### src/rtl/cnn_pkg.sv
// Shared constants and types for the binary 5x5 convolution datapath.
package cnn_pkg;

  localparam int unsigned IMG_W = 32;
  localparam int unsigned IMG_H = 28;
  localparam int unsigned K     = 5;
  localparam int unsigned N_CH  = 30;
  localparam int unsigned AW    = 5;

  typedef enum logic [1:0] {
    LOAD,
    START,
    CALC,
    DONE
  } state_e;

  // Whole binary frame: [row][column]
  typedef logic [IMG_H-1:0][IMG_W-1:0] img_t;

endpackage

### src/rtl/conv_col_slice.sv
// K-row column slice of the image store; rows past the frame bottom read 0.
module conv_col_slice
  import cnn_pkg::*;
(
  input  logic          clk,
  input  logic          rst_n,
  input  img_t          img,
  input  logic [AW-1:0] row_cnt,
  input  logic [AW-1:0] rd_addr,
  output logic [K-1:0]  col_data
);

  logic [K-1:0] slice;

  // Row index is widened by one bit so row_cnt+i never wraps back into the frame
  for (genvar i = 0; i < K; i++) begin : g_row
    logic [AW:0] row_idx;
    assign row_idx  = {1'b0, row_cnt} + (AW+1)'(i);
    assign slice[i] = (row_idx < (AW+1)'(IMG_H)) ? img[row_idx[AW-1:0]][rd_addr] : 1'b0;
  end

  always_ff @(posedge clk or negedge rst_n) begin
    if (!rst_n) begin
      col_data <= '0;
    end else begin
      col_data <= slice;
    end
  end

endmodule

### src/rtl/conv_img_buf.sv
// Binary frame line store feeding the 5x5 conv engine: load rows, launch, serve column slices.
module conv_img_buf
  import cnn_pkg::*;
(
  input  logic             clk,
  input  logic             rst_n,
  input  logic             clr,
  input  logic [IMG_W-1:0] in_row_data,
  input  logic             in_row_vld,
  output logic             in_row_rdy,
  output logic             cal_start,
  input  logic [AW-1:0]    data_rd_addr,
  input  logic [AW-1:0]    row_cnt,
  input  logic [AW-1:0]    conv_cnt,
  output logic [K-1:0]     col_data,
  output logic             busy,
  output logic             frame_done
);

  state_e        state_q;
  state_e        state_d;
  logic [AW-1:0] wr_row_q;
  logic [AW-1:0] wr_row_d;
  logic          wr_en;
  logic          calc_end;
  img_t          img_q;

  // clr wins over a simultaneous handshake, so the row is dropped
  assign wr_en    = in_row_vld & in_row_rdy & (state_q == LOAD) & ~clr;
  assign calc_end = (conv_cnt == AW'(N_CH-1)) && (row_cnt == AW'(IMG_H-K)) &&
                    (data_rd_addr == AW'(IMG_W-1));

  always_comb begin
    state_d  = state_q;
    wr_row_d = wr_row_q;
    case (state_q)
      LOAD: begin
        if (wr_en) begin
          if (wr_row_q == AW'(IMG_H-1)) begin
            state_d  = START;
            wr_row_d = '0;
          end else begin
            wr_row_d = wr_row_q + AW'(1);
          end
        end
      end
      START:   state_d = CALC;
      CALC:    if (calc_end) state_d = DONE;
      DONE:    state_d = LOAD;
      default: state_d = LOAD;
    endcase
    if (clr) begin
      state_d  = LOAD;
      wr_row_d = '0;
    end
  end

  // Outputs are registered from the next state so they line up with it
  always_ff @(posedge clk or negedge rst_n) begin
    if (!rst_n) begin
      state_q    <= LOAD;
      wr_row_q   <= '0;
      in_row_rdy <= 1'b0;
      cal_start  <= 1'b0;
      busy       <= 1'b0;
      frame_done <= 1'b0;
    end else begin
      state_q    <= state_d;
      wr_row_q   <= wr_row_d;
      in_row_rdy <= (state_d == LOAD);
      cal_start  <= (state_d == START);
      busy       <= (state_d != LOAD);
      frame_done <= (state_d == DONE);
    end
  end

  // Image store is intentionally not reset
  always_ff @(posedge clk) begin
    if (wr_en) begin
      img_q[wr_row_q] <= in_row_data;
    end
  end

  conv_col_slice u_col_slice (
    .clk      (clk),
    .rst_n    (rst_n),
    .img      (img_q),
    .row_cnt  (row_cnt),
    .rd_addr  (data_rd_addr),
    .col_data (col_data)
  );

endmodule

### config.mk
export PLATFORM = sky130hd
export DESIGN_NAME = conv_img_buf
export DESIGN_NICKNAME = d
export VERILOG_FILES = /design/src/rtl/cnn_pkg.sv /design/src/rtl/conv_col_slice.sv /design/src/rtl/conv_img_buf.sv
export SDC_FILE = /design/constraint.sdc
export NUM_CORES = 2
export LEC_CHECK = 0
export CAP_MARGIN = 20
export CORE_MARGIN = 2
export CORE_UTILIZATION = 40
export CTS_BUF_LIST = sky130_fd_sc_hd__clkbuf_8
export DETAILED_ROUTE_END_ITERATION = 6
export GPL_ROUTABILITY_DRIVEN = 1
export PLACE_DENSITY_LB_ADDON = 0.2
export SYNTH_ARGS = -nofsm -noshare
export SYNTH_HDL_FRONTEND = slang
export SYNTH_SLANG_ARGS = --single-unit
### constraint.sdc
create_clock -name clk -period 3.4 [get_ports clk]
set_clock_uncertainty 0.15 [all_clocks]
set_input_delay 0.51 -clock clk [delete_from_list [all_inputs] [get_ports clk]]
set_output_delay 0.51 -clock clk [all_outputs]
set_load 0.03 [all_outputs]
==> flow_summary.ini <==
[layout]
fin_cells = 7502
areaGrowthSynthToFinish_pct = 20.9
final_cell_area_sq_um = 75300
fill_cells = 13300
fin_util = 0.488
drive_gt1_frac = 0.353
layout.nets = 5385

[setup_path]
cpMaxStageDelayCell = nor4_1
cp.arrival_ns = 4.17
crit_family = compound AO/OA/AOI/OAI gates
critPathCaptureType = flop
path_class = flop to flop
cp-start-kind = flop
path_cells = mux2_2 > a211oi_1 > o311ai_0 > buf_4 > a22o_1 > nor2_1 > nor4_1 > o21a_1 > a221o_1
cpPeakStageDelay_ns = 0.90
worstPathRequired_ns = 4.11
cp_num_buf_inv = 1
cp_max_fo = 4

[timing]
setup_ws_ns = -0.0594
tightest_slew_ns = 1.13
grt_setup_unrepaired = false
period_share = 1.02
setup_viol = 1
maxSlewHeadroom = 0.241
fin_crit_ns = 3.46
hold_viol = 0
drv_slew = 0
setup_tns_ns = -0.0594
fmax_mhz = 289

[placed_design]
portBuffers = 59
hpwl_microns = 204000
gp_congestion = 1.02
dpl_cell_area_sq_um = 72100
dp_cells = 7193

[drt]
drtIter0Drc = 8458
postRouteAntennaNets = 0
drt-wirelength-per-cell_microns = 39.5
drt-total-wl_microns = 296000
vias = 53700
drc = 0
routed_via_density = 7.16
first_pass_iters = 6

[logic_synthesis]
syn_inst = 4685
dominantRegCellSynth = edfxtp_1
synth_nets = 4749
synthDistinctLibCells = 90
synth-seq-area-share = 0.438
synth-edff-count = 896
syn_avg_cell_area_sq_um = 13.3
ys_warn_count = 0
async_reset_ff_frac = 0.0175
ys_ff_latch = 912
syn-cell-area_sq_um = 62300

[grt]
grt_usage = 0.369
antenna_found_initial = 20
grt_pass1_wl_microns = 408000
grt_pass1_vias = 50600
grt_max_degree = 53
grt.overflow.total = 0

[power]
p_int_mw = 21.0
leakage_nw = 26.1
p_seq_frac = 0.405
comb_power_share = 0.253
switching_share = 0.317
p_clk_frac = 0.342
cellPowerDensity_nw_per_um2 = 409
ir_worst_vdd_uv = 430
p_switching_mw = 9.78

[cts]
cts_tree = yes
clkSinkCount = 912
clk_pin_slew_ns = 0.06
cts_buffers = 166
insertion_delay_ns = 0.96
cts-root-buf = clkbuf_8
cts_repair_resize_count = 0
clk_path_buf_depth = 3
htree_num_levels = 4

[outcome]
violations = setup timing
status = finished with violations

[die]
die_area_sq_um = 159000
die_h_microns = 399
start_util = 0.403
core_sq_um = 154000
die_x_microns = 399
core.rowCount = 144
boundaryPins = 60

[min_path]
hp-class = input port to flop

[run]
max_cap_violations = 0
[path summary, 6_finish.rpt]
path	from	endpoint	slack [ns]	depth (start not counted)
min in group asynchronous	rst_n	wr_row_q[2]$_DFFE_PN0P_	0.47	4
setup reg to reg	img_q[681]$_DFFE_PP_	u_col_slice.col_data[0]$_DFF_PN0_	-0.06	9
setup / recovery	img_q[681]$_DFFE_PP_	u_col_slice.col_data[0]$_DFF_PN0_	-0.06	9
hold / removal	row_cnt[3]	u_col_slice.col_data[4]$_DFF_PN0_	0.10	4
max in group asynchronous	rst_n	u_col_slice.col_data[1]$_DFF_PN0_	2.43	4
hold reg to reg	wr_row_q[1]$_DFFE_PN0P_	wr_row_q[1]$_DFFE_PN0P_	0.48	2
[logic make-up (layout without fill, tap and decap cells)]
logic type / count (synthesis) / after routing / synth area share
compound gates: 770 / 770 / 0.0872
xor+xnor: 16 / 16 / 0.00291
fa+ha+maj: 13 / 13 / 0.00261
buf+inv: 468 / 1230 / 0.0470
flops: 912 / 912 / 0.438
mux: 1023 / 1023 / 0.320
other cells: 0 / 11 / 0
simple gates: 1483 / 1483 / 0.102
[state kept, by name, summed over array words and instances (netlist names)]
register              count
cal_start                 1
wr_row_q                  5
img_q                   896
frame_done                1
u_col_slice.col_data      5
state_q                   2
busy                      1
in_row_rdy                1
[cells in the mapped netlist (all sizes together), types with 57 or more instances]
cell	count	area (sq um)
a221oi	57	505
mux2i	244	2440
edfxtp	896	26900
a32oi	76	666
o21ai	94	470
nand4	61	382
a31oi	90	563
nand3	270	1350
clkbuf	124	553
a22oi	58	435
nor2	162	621
a21oi	165	830
mux4	759	17200
nand2	873	3280
buf	328	2300
[timing repair]
action / CTS / global route
hold buffers: 3 / 0
buffers inserted: 0 / 0
hold endpoints to repair: 16 / 0
[per-stage QoR]
step,power (mW),worst slack [ns],hold slack [ns]
floorplan,16.5,-0.317,0.0644
global placement,20.2,-1.15,0.388
detailed placement,20.2,-0.710,0.385
CTS,30.6,0.0886,0.0342
global route,31.5,0.0131,0.0489
finish,30.8,-0.0594,0.102
[power by group through the flow]
stage	Clock [mW]	Combinational (mW)	Sequential, mW
after floorplan	0	3.83	12.7
after global placement	0	7.47	12.7
after detailed placement	0	7.49	12.7
after CTS	10.7	7.53	12.5
after global routing	11.1	7.94	12.5
final	10.5	7.79	12.5
[routing by layer]
metal / vias up / wire length, microns / GRT usage
met5: - / 121 / 0
met4: 18 / 20800 / 0.212
met3: 989 / 43800 / 0.126
met2: 4800 / 125000 / 0.529
met1: 27300 / 107000 / 0.489
li1: 20600 / - / -
[worst register-to-register path: stages, from the launching register on]
cell      delay, ns
edfxtp_1       0.43
mux2_2         0.20
a211oi_1       0.08
o311ai_0       0.70
buf_4          0.25
a22o_1         0.15
nor2_1         0.05
nor4_1         0.90
o21a_1         0.36
a221o_1        0.14
[area by class of cell]
| cell class | instances | area [sq um] | area share |
|---|---|---|---|
| multi-input cells | 3305 | 32600 | 0.432 |
| flip-flops and latches | 912 | 27300 | 0.362 |
| repair buffers | 922 | 9620 | 0.128 |
| well taps | 2044 | 2560 | 0.0339 |
| clock buffers | 171 | 2350 | 0.0312 |
| clock inverters | 123 | 831 | 0.0110 |
| inverters | 14 | 65.1 | 0.000864 |
| diodes | 11 | 27.5 | 0.000365 |
[placed cells by master, fill, tap and decap left out, types with 39 or more instances in the layout]
cell,n
a31oi_1,90
mux4_2,720
nand3_1,270
o21ai_0,89
a22oi_1,58
buf_4,659
clkdlybuf4s50_1,50
a21oi_1,164
mux2i_1,244
a32oi_1,76
a221oi_1,55
mux4_1,39
nor2_1,121
buf_12,203
nand4_1,61
edfxtp_1,896
nand2_1,871
clkbuf_8,171
(Power assumes the default switching activity.)
